`config.mk`:
```
export PLATFORM = sky130hd
export DESIGN_NAME = program_loader
export DESIGN_NICKNAME = d
export VERILOG_FILES = /design/src/rtl/program_loader.sv
export SDC_FILE = /design/constraint.sdc
export NUM_CORES = 1
export LEC_CHECK = 0
export CORE_ASPECT_RATIO = 1.2
export CORE_MARGIN = 1
export CORE_UTILIZATION = 35
export CTS_CLUSTER_SIZE = 25
export DETAILED_ROUTE_END_ITERATION = 8
export GPL_TIMING_DRIVEN = 0
export RECOVER_POWER = 50
export SYNTH_ARGS = -nofsm -noshare
export SYNTH_HDL_FRONTEND = slang
export SYNTH_SLANG_ARGS = --single-unit
```
`constraint.sdc`:
```
create_clock -name clk -period 3.32 [get_ports clk]
set_input_delay 0.664 -clock clk [delete_from_list [all_inputs] [get_ports clk]]
set_output_delay 0.664 -clock clk [all_outputs]
set_load 0.03 [all_outputs]
```
`src/rtl/program_loader.sv`:
```
// Serial program loader: parses HEADER/LEN/payload/CHK frames from a byte
// stream, unpacks two opcodes per byte into program memory, verifies checksum.
module program_loader #(
    parameter int          ADDR_WIDTH   = 8,
    parameter int          OPCODE_WIDTH = 4,
    parameter logic [7:0]  HEADER       = 8'hA5
) (
    input  logic                    clk,
    input  logic                    reset,
    input  logic                    in_valid,
    input  logic [7:0]              in_data,
    output logic                    in_ready,
    output logic                    mem_we,
    output logic [ADDR_WIDTH-1:0]   mem_addr,
    output logic [OPCODE_WIDTH-1:0] mem_wdata,
    output logic                    cpu_hold,
    output logic                    done,
    output logic                    error
);

    // Handshake: a byte transfers on a rising edge where in_valid && in_ready;
    // in_ready never depends on in_valid, and in_valid may be held high.
    typedef enum logic [2:0] {
        S_IDLE, S_LEN, S_DATA, S_WR_LO, S_WR_HI, S_CHK, S_ERR
    } state_t;

    localparam logic [ADDR_WIDTH:0] FULL_N = {1'b1, {ADDR_WIDTH{1'b0}}};

    state_t              state;
    state_t              state_next;
    logic [ADDR_WIDTH:0] n_q;
    logic [ADDR_WIDTH:0] cnt_q;
    logic [ADDR_WIDTH:0] cnt_inc;
    logic [ADDR_WIDTH:0] len_n;
    logic [7:0]          byte_q;
    logic [7:0]          sum_q;
    logic                error_q;
    logic                done_q;
    logic                fire;
    logic                is_header;
    logic                chk_ok;
    logic                last_opcode;

    assign fire        = in_valid && in_ready;
    assign is_header   = (in_data == HEADER);
    assign chk_ok      = (in_data == sum_q);
    assign cnt_inc     = cnt_q + 1'b1;
    // The counter is one bit wider than the address so N = 2^ADDR_WIDTH ends cleanly.
    assign last_opcode = (cnt_inc == n_q);
    assign len_n       = (in_data == 8'd0) ? FULL_N : (ADDR_WIDTH+1)'(in_data);

    always_ff @(posedge clk) begin
        if (reset) begin
            state   <= S_IDLE;
            n_q     <= '0;
            cnt_q   <= '0;
            byte_q  <= '0;
            sum_q   <= '0;
            error_q <= 1'b0;
            done_q  <= 1'b0;
        end else begin
            state  <= state_next;
            done_q <= (state == S_CHK) && fire && chk_ok;
            case (state)
                S_LEN: if (fire) begin
                    n_q   <= len_n;
                    cnt_q <= '0;
                    sum_q <= '0;
                end
                S_DATA: if (fire) begin
                    byte_q <= in_data;
                    sum_q  <= sum_q + in_data;
                end
                S_WR_LO, S_WR_HI: cnt_q <= cnt_inc;
                S_CHK: if (fire && !chk_ok) error_q <= 1'b1;
                S_ERR: if (fire && is_header) error_q <= 1'b0;
                default: ;
            endcase
        end
    end

    always_comb begin
        state_next = state;
        case (state)
            S_IDLE:  if (fire && is_header) state_next = S_LEN;
            S_LEN:   if (fire) state_next = S_DATA;
            S_DATA:  if (fire) state_next = S_WR_LO;
            S_WR_LO: state_next = last_opcode ? S_CHK : S_WR_HI;
            S_WR_HI: state_next = last_opcode ? S_CHK : S_DATA;
            S_CHK:   if (fire) state_next = chk_ok ? S_IDLE : S_ERR;
            S_ERR:   if (fire && is_header) state_next = S_LEN;
            default: state_next = S_IDLE;
        endcase
    end

    // Outputs are forced low combinationally in a reset cycle so an aborted write never lands.
    always_comb begin
        in_ready  = 1'b0;
        mem_we    = 1'b0;
        mem_addr  = cnt_q[ADDR_WIDTH-1:0];
        mem_wdata = byte_q[OPCODE_WIDTH-1:0];
        cpu_hold  = 1'b0;
        done      = 1'b0;
        error     = 1'b0;
        if (!reset) begin
            in_ready = (state != S_WR_LO) && (state != S_WR_HI);
            mem_we   = (state == S_WR_LO) || (state == S_WR_HI);
            cpu_hold = (state != S_IDLE);
            done     = done_q;
            error    = error_q;
            if (state == S_WR_HI) mem_wdata = byte_q[7 -: OPCODE_WIDTH];
        end
    end

endmodule
```
* Word-level counts from Yosys, hierarchy flattened
Cells that the tools add are included.
Word-level totals: input bits 11, output and inout bits 17, word-level logic and storage cells 72, register bits 39
Cells by class: eq/ne operators 17, reduce and logical (&&, ||, !) cells 22, mux-type cells 24, add/sub/neg operators 2
Operators with widths (count):
- $mux W3 | 6
- $mux W9 | 2
- $pmux W3 S6 | 1
- $pmux W9 S2 | 1
- $mux W8 | 2
- $pmux W8 S2 | 1
- $add A9 B1 Y9 const B | 1
- $eq A3 B3 Y1 const B | 3
- $eq A9 B9 Y1 | 1
- $add A8 B8 Y8 | 1
- $eq A8 B8 Y1 | 1
- $eq A8 B8 Y1 const B | 1
- $logic_not A8 Y1 | 1
- $mux W1 | 8
- $mux W4 | 2
- $ne A2 B2 Y1 const B | 4
- $eq A3 B2 Y1 const B | 2
- $logic_and A1 B1 Y1 | 6
- $reduce_and A2 Y1 | 3
- $reduce_and A3 Y1 | 2
- $reduce_bool A2 Y1 | 3
- $ne A2 B1 Y1 const B | 2
- $reduce_and A4 Y1 | 1
- $reduce_or A2 Y1 | 2
- other kinds (8) | 8

* Depth between registers and ports, before layout
depth after elaboration 7, depth in mapped cells 8, depth with buffers taken out 8

* Least setup slack after synthesis
No wires, ideal clock.
path type input -> output, start input reset, end output cpu_hold, required time 2656 ps, data arrival time 1693 ps, cell stages on the path 4, buffers on the path 3, path slack 963 ps, path through clkbuf_1 > clkbuf_1 > clkbuf_1 > nor2_1
On the way: longest elaborated chain between the ends 1
RTL lines:
- start, declared | line 9 | input logic reset,
- $mux W1 | line 105 | if (!reset) begin
- end, declared | line 16 | output logic cpu_hold,
Every way passes these cells.

* Final worst setup path
start register state[0], end output mem_we
On the way: longest elaborated chain between the ends 3, elaborated cells on any way between the ends 4, classes of those cells eq/ne (2); mux (1); reduce/logical (1)
RTL lines:
- start, declared | line 29 | state_t state;
- start signal, assigned | line 62 | state <= state_next;
- $eq A3 B2 Y1 or $eq A3 B3 Y1 (tied branches) | line 107 | mem_we = (state == S_WR_LO) || (state == S_WR_HI);
- $logic_or A1 B1 Y1 * | line 107
- $mux W1 * | line 105
- end, declared | line 13 | output logic mem_we,
Every way passes the cells marked *; elsewhere a longest branch is shown, timed or not.

==> results.py <==
metrics = {
    "outcome": {
        "outcome": "finished, final reports clean",
    },
    "cts": {
        "clkLatencyLatePin_ns": 0.29,
        "cts_tree": "built",
        "htreeDepth": 2,
        "clock_sinks": 39,
        "post-cts-setup-buffer-count": 0,
        "root_buffer": "clkbuf_8",
        "numCtsBuffers": 5,
        "clkTransAtPathRegs_ns": 0.08,
        "clockBufferDepth": 2,
    },
    "hold_path": {
        "holdCritPathClass": "register to register",
        "min_path_cells": 2,
        "hold_end": "byte_q[4]",
        "hold_path.startpoint": "byte_q[4]",
    },
    "yosys": {
        "netlist_area_sq_um": 2416,
        "synth_edf_count": 0,
        "synthTopCellsByArea": "dfxtp_1 (32%), nor2_1 (6.5%), nand2_1 (4.7%), a21oi_1 (4.6%), ha_1 (4.1%)",
        "synth.distinct_cells": 57,
        "yosysTopAreaCellShare": 0.3231,
        "ys_seq_elements": 39,
        "seq_area_frac_synth": 0.3231,
        "async_flop_share": 0,
        "syn_inst": 299,
        "avgSynthCellArea_sq_um": 8.080,
        "yosysWarningCount": 0,
        "yosys_most_used_dff": "dfxtp_1",
        "syn_nets": 319,
        "yosys.area.top_type": "dfxtp_1",
    },
    "detailed_routing": {
        "drt_iter0_drc": 114,
        "drt-pass1-iter-count": 4,
        "vias": 2256,
        "wl_per_cell_um": 14.28,
        "route.detailed.drc": 0,
        "wirelength_um": 5956,
        "routed_via_density": 5.410,
        "drtAntennaViolNets": 0,
    },
    "die": {
        "rows": 32,
        "die_x_um": 77.85,
        "start_util": 0.3679,
        "die_y_um": 93.02,
        "die_area_sq_um": 7241,
        "ios": 28,
        "core_area_sq_um": 6566,
    },
    "timing": {
        "grt_setup_unrepaired": "no",
        "tightest_slew_ns": 0.6555,
        "skew_ns": 0.002820,
        "final.setup.worst_slack_ns": 0.1401,
        "hold_viol_final": 0,
        "setup_viol": 0,
        "slew_headroom": 0.5601,
        "post-route-period-util": 0.9578,
        "holdWs_ns": 0.4564,
        "min_period_ns": 3.180,
        "finalMaxSlewViolations": 0,
        "max_freq_mhz": 314.5,
    },
    "critical_path": {
        "critPathMaxFanout": 10,
        "cp_data_arrival_time_ns": 2.52,
        "cp-start-kind": "register",
        "regToRegSetupSlack_ns": 0.89,
        "crit_type": "register to primary output",
        "reg2regPathDepth": 7,
        "r2r_end": "state[2]",
        "reg2reg_from": "cnt_q[0]",
        "cp.required_ns": 2.66,
        "end_kind": "primary output",
    },
    "final_layout": {
        "mostFrequentLayoutCell": "nor2_1",
        "area_delta_synth_final_pct": 20.46,
        "diodes": 0,
        "final_cell_mix": "nor2_1 (41), dfxtp_1 (39), nand2_1 (30)",
        "drive_gt1_frac": 0.1145,
        "nets": 352,
        "design_area_sq_um": 2910,
    },
    "placement": {
        "dp_hpwl_um": 4419,
        "portBuffers": 27,
        "pre_cts_slack_ns": -0.4637,
        "gp_congestion": 0.9576,
        "postPlaceCellArea_sq_um": 2793,
    },
    "grt": {
        "grt_max_degree": 13,
        "overflow": 0,
        "grt_usage": 0.1729,
        "grt_pass1_vias": 2076,
        "grt_pass1_wl_um": 9873,
        "antenna_found_initial": 0,
    },
    "job": {
        "cap_violations": 0,
    },
    "power_and_ir_drop": {
        "leakagePower_uw": 0.001111,
        "peakVddDrop_mv": 0.2358,
        "p_per_area_nw_per_um2": 459.9,
    },
}
-- cell type report --
type | count | area, sq um
plain buffers | 22 | 141.4
clock buffers | 5 | 68.82
clock inverters | 2 | 37.54
fillers | 707 | 3656
inverters | 3 | 11.26
multi-input cells | 234 | 1486
flip-flops and latches | 39 | 780.7
well taps | 85 | 106.4
repair buffers | 27 | 277.8
-- critical path, cell delays in order (launching register included) --
cell and delay, ns:
dfxtp_1 0.30, clkbuf_1 0.21, or3_1 0.49, o21a_1 0.18, clkbuf_1 0.22, nor2_1 0.13
clkdlybuf4s50_1 0.68
-- cells in the mapped netlist, types with 6 or more instances --
cell type  count
or3_1          7
nand3_1        9
mux2i_1        9
nand2_1       30
a31oi_1        6
dfxtp_1       39
xnor2_1       10
o21ai_0       14
a22oi_1        7
xor2_1         6
buf_4          8
clkbuf_1      11
a21oi_1       22
nor2_1        42
ha_1           8
-- per-layer routing --
metal  GRT usage  up-vias  share of wire
li1            -     1128              -
met1      0.2118     1079           0.46
met2      0.3009       43           0.49
met3     0.02829        6          0.028
met4     0.06604        0          0.017
met5           0        -              0
-- what timing repair did --
action	4_1_cts	5_1_grt
resized for setup	3	4
hold buffers	0	0
endpoints found under the setup margin	7	7
-- logic make-up after synthesis --
family	after synthesis	synth area share
AOI/OAI and AO/OA	72	0.1875
xor gates and xnor gates	17	0.06473
adders and majority gates	10	0.05386
buffers and inverters	26	0.06266
DFF	39	0.3231
muxes	13	0.05593
and+or+nand+nor	122	0.2522
-- how the worst max path moves through the flow --
stage	startpoint	endpoint	slack (ns)	cells after the start
6_report	state[0]	mem_we	0.14	6
3_5_place_dp	reset	in_ready	-0.46	6
5_1_grt	state[0]	mem_we	0.01	6
3_3_place_gp	reset	in_ready	-0.51	6
4_1_cts	reset	cpu_hold	0.01	5
2_1_floorplan	reset	cpu_hold	0.96	4
-- sequential cells by signal, summed over array words and instances (netlist names) --
signal	cells
cnt_q	9
byte_q	8
error_q	1
n_q	9
sum_q	8
state	3
done_q	1
-- power by group --
part / internal [uW] / switching, uW / leakage [uW]
clock: 220 / 181 / 0.0000502
combinational: 160 / 255 / 0.000746
sequential: 496 / 26.2 / 0.000315
total: 876 / 463 / 0.00111
-- stage by stage --
stage	instances	setup TNS (ns)	total power, uW	util
after floorplan	299	0	821.6	-
after global placement	411	-1.544	942.7	0.4253
after detailed placement	411	-1.395	943.0	0.4253
after CTS	417	0	1343	0.4417
after global routing	417	0	1411	0.4432
final	417	0	1338	0.4432
No activity file was read; power rests on OpenSTA's default activity.
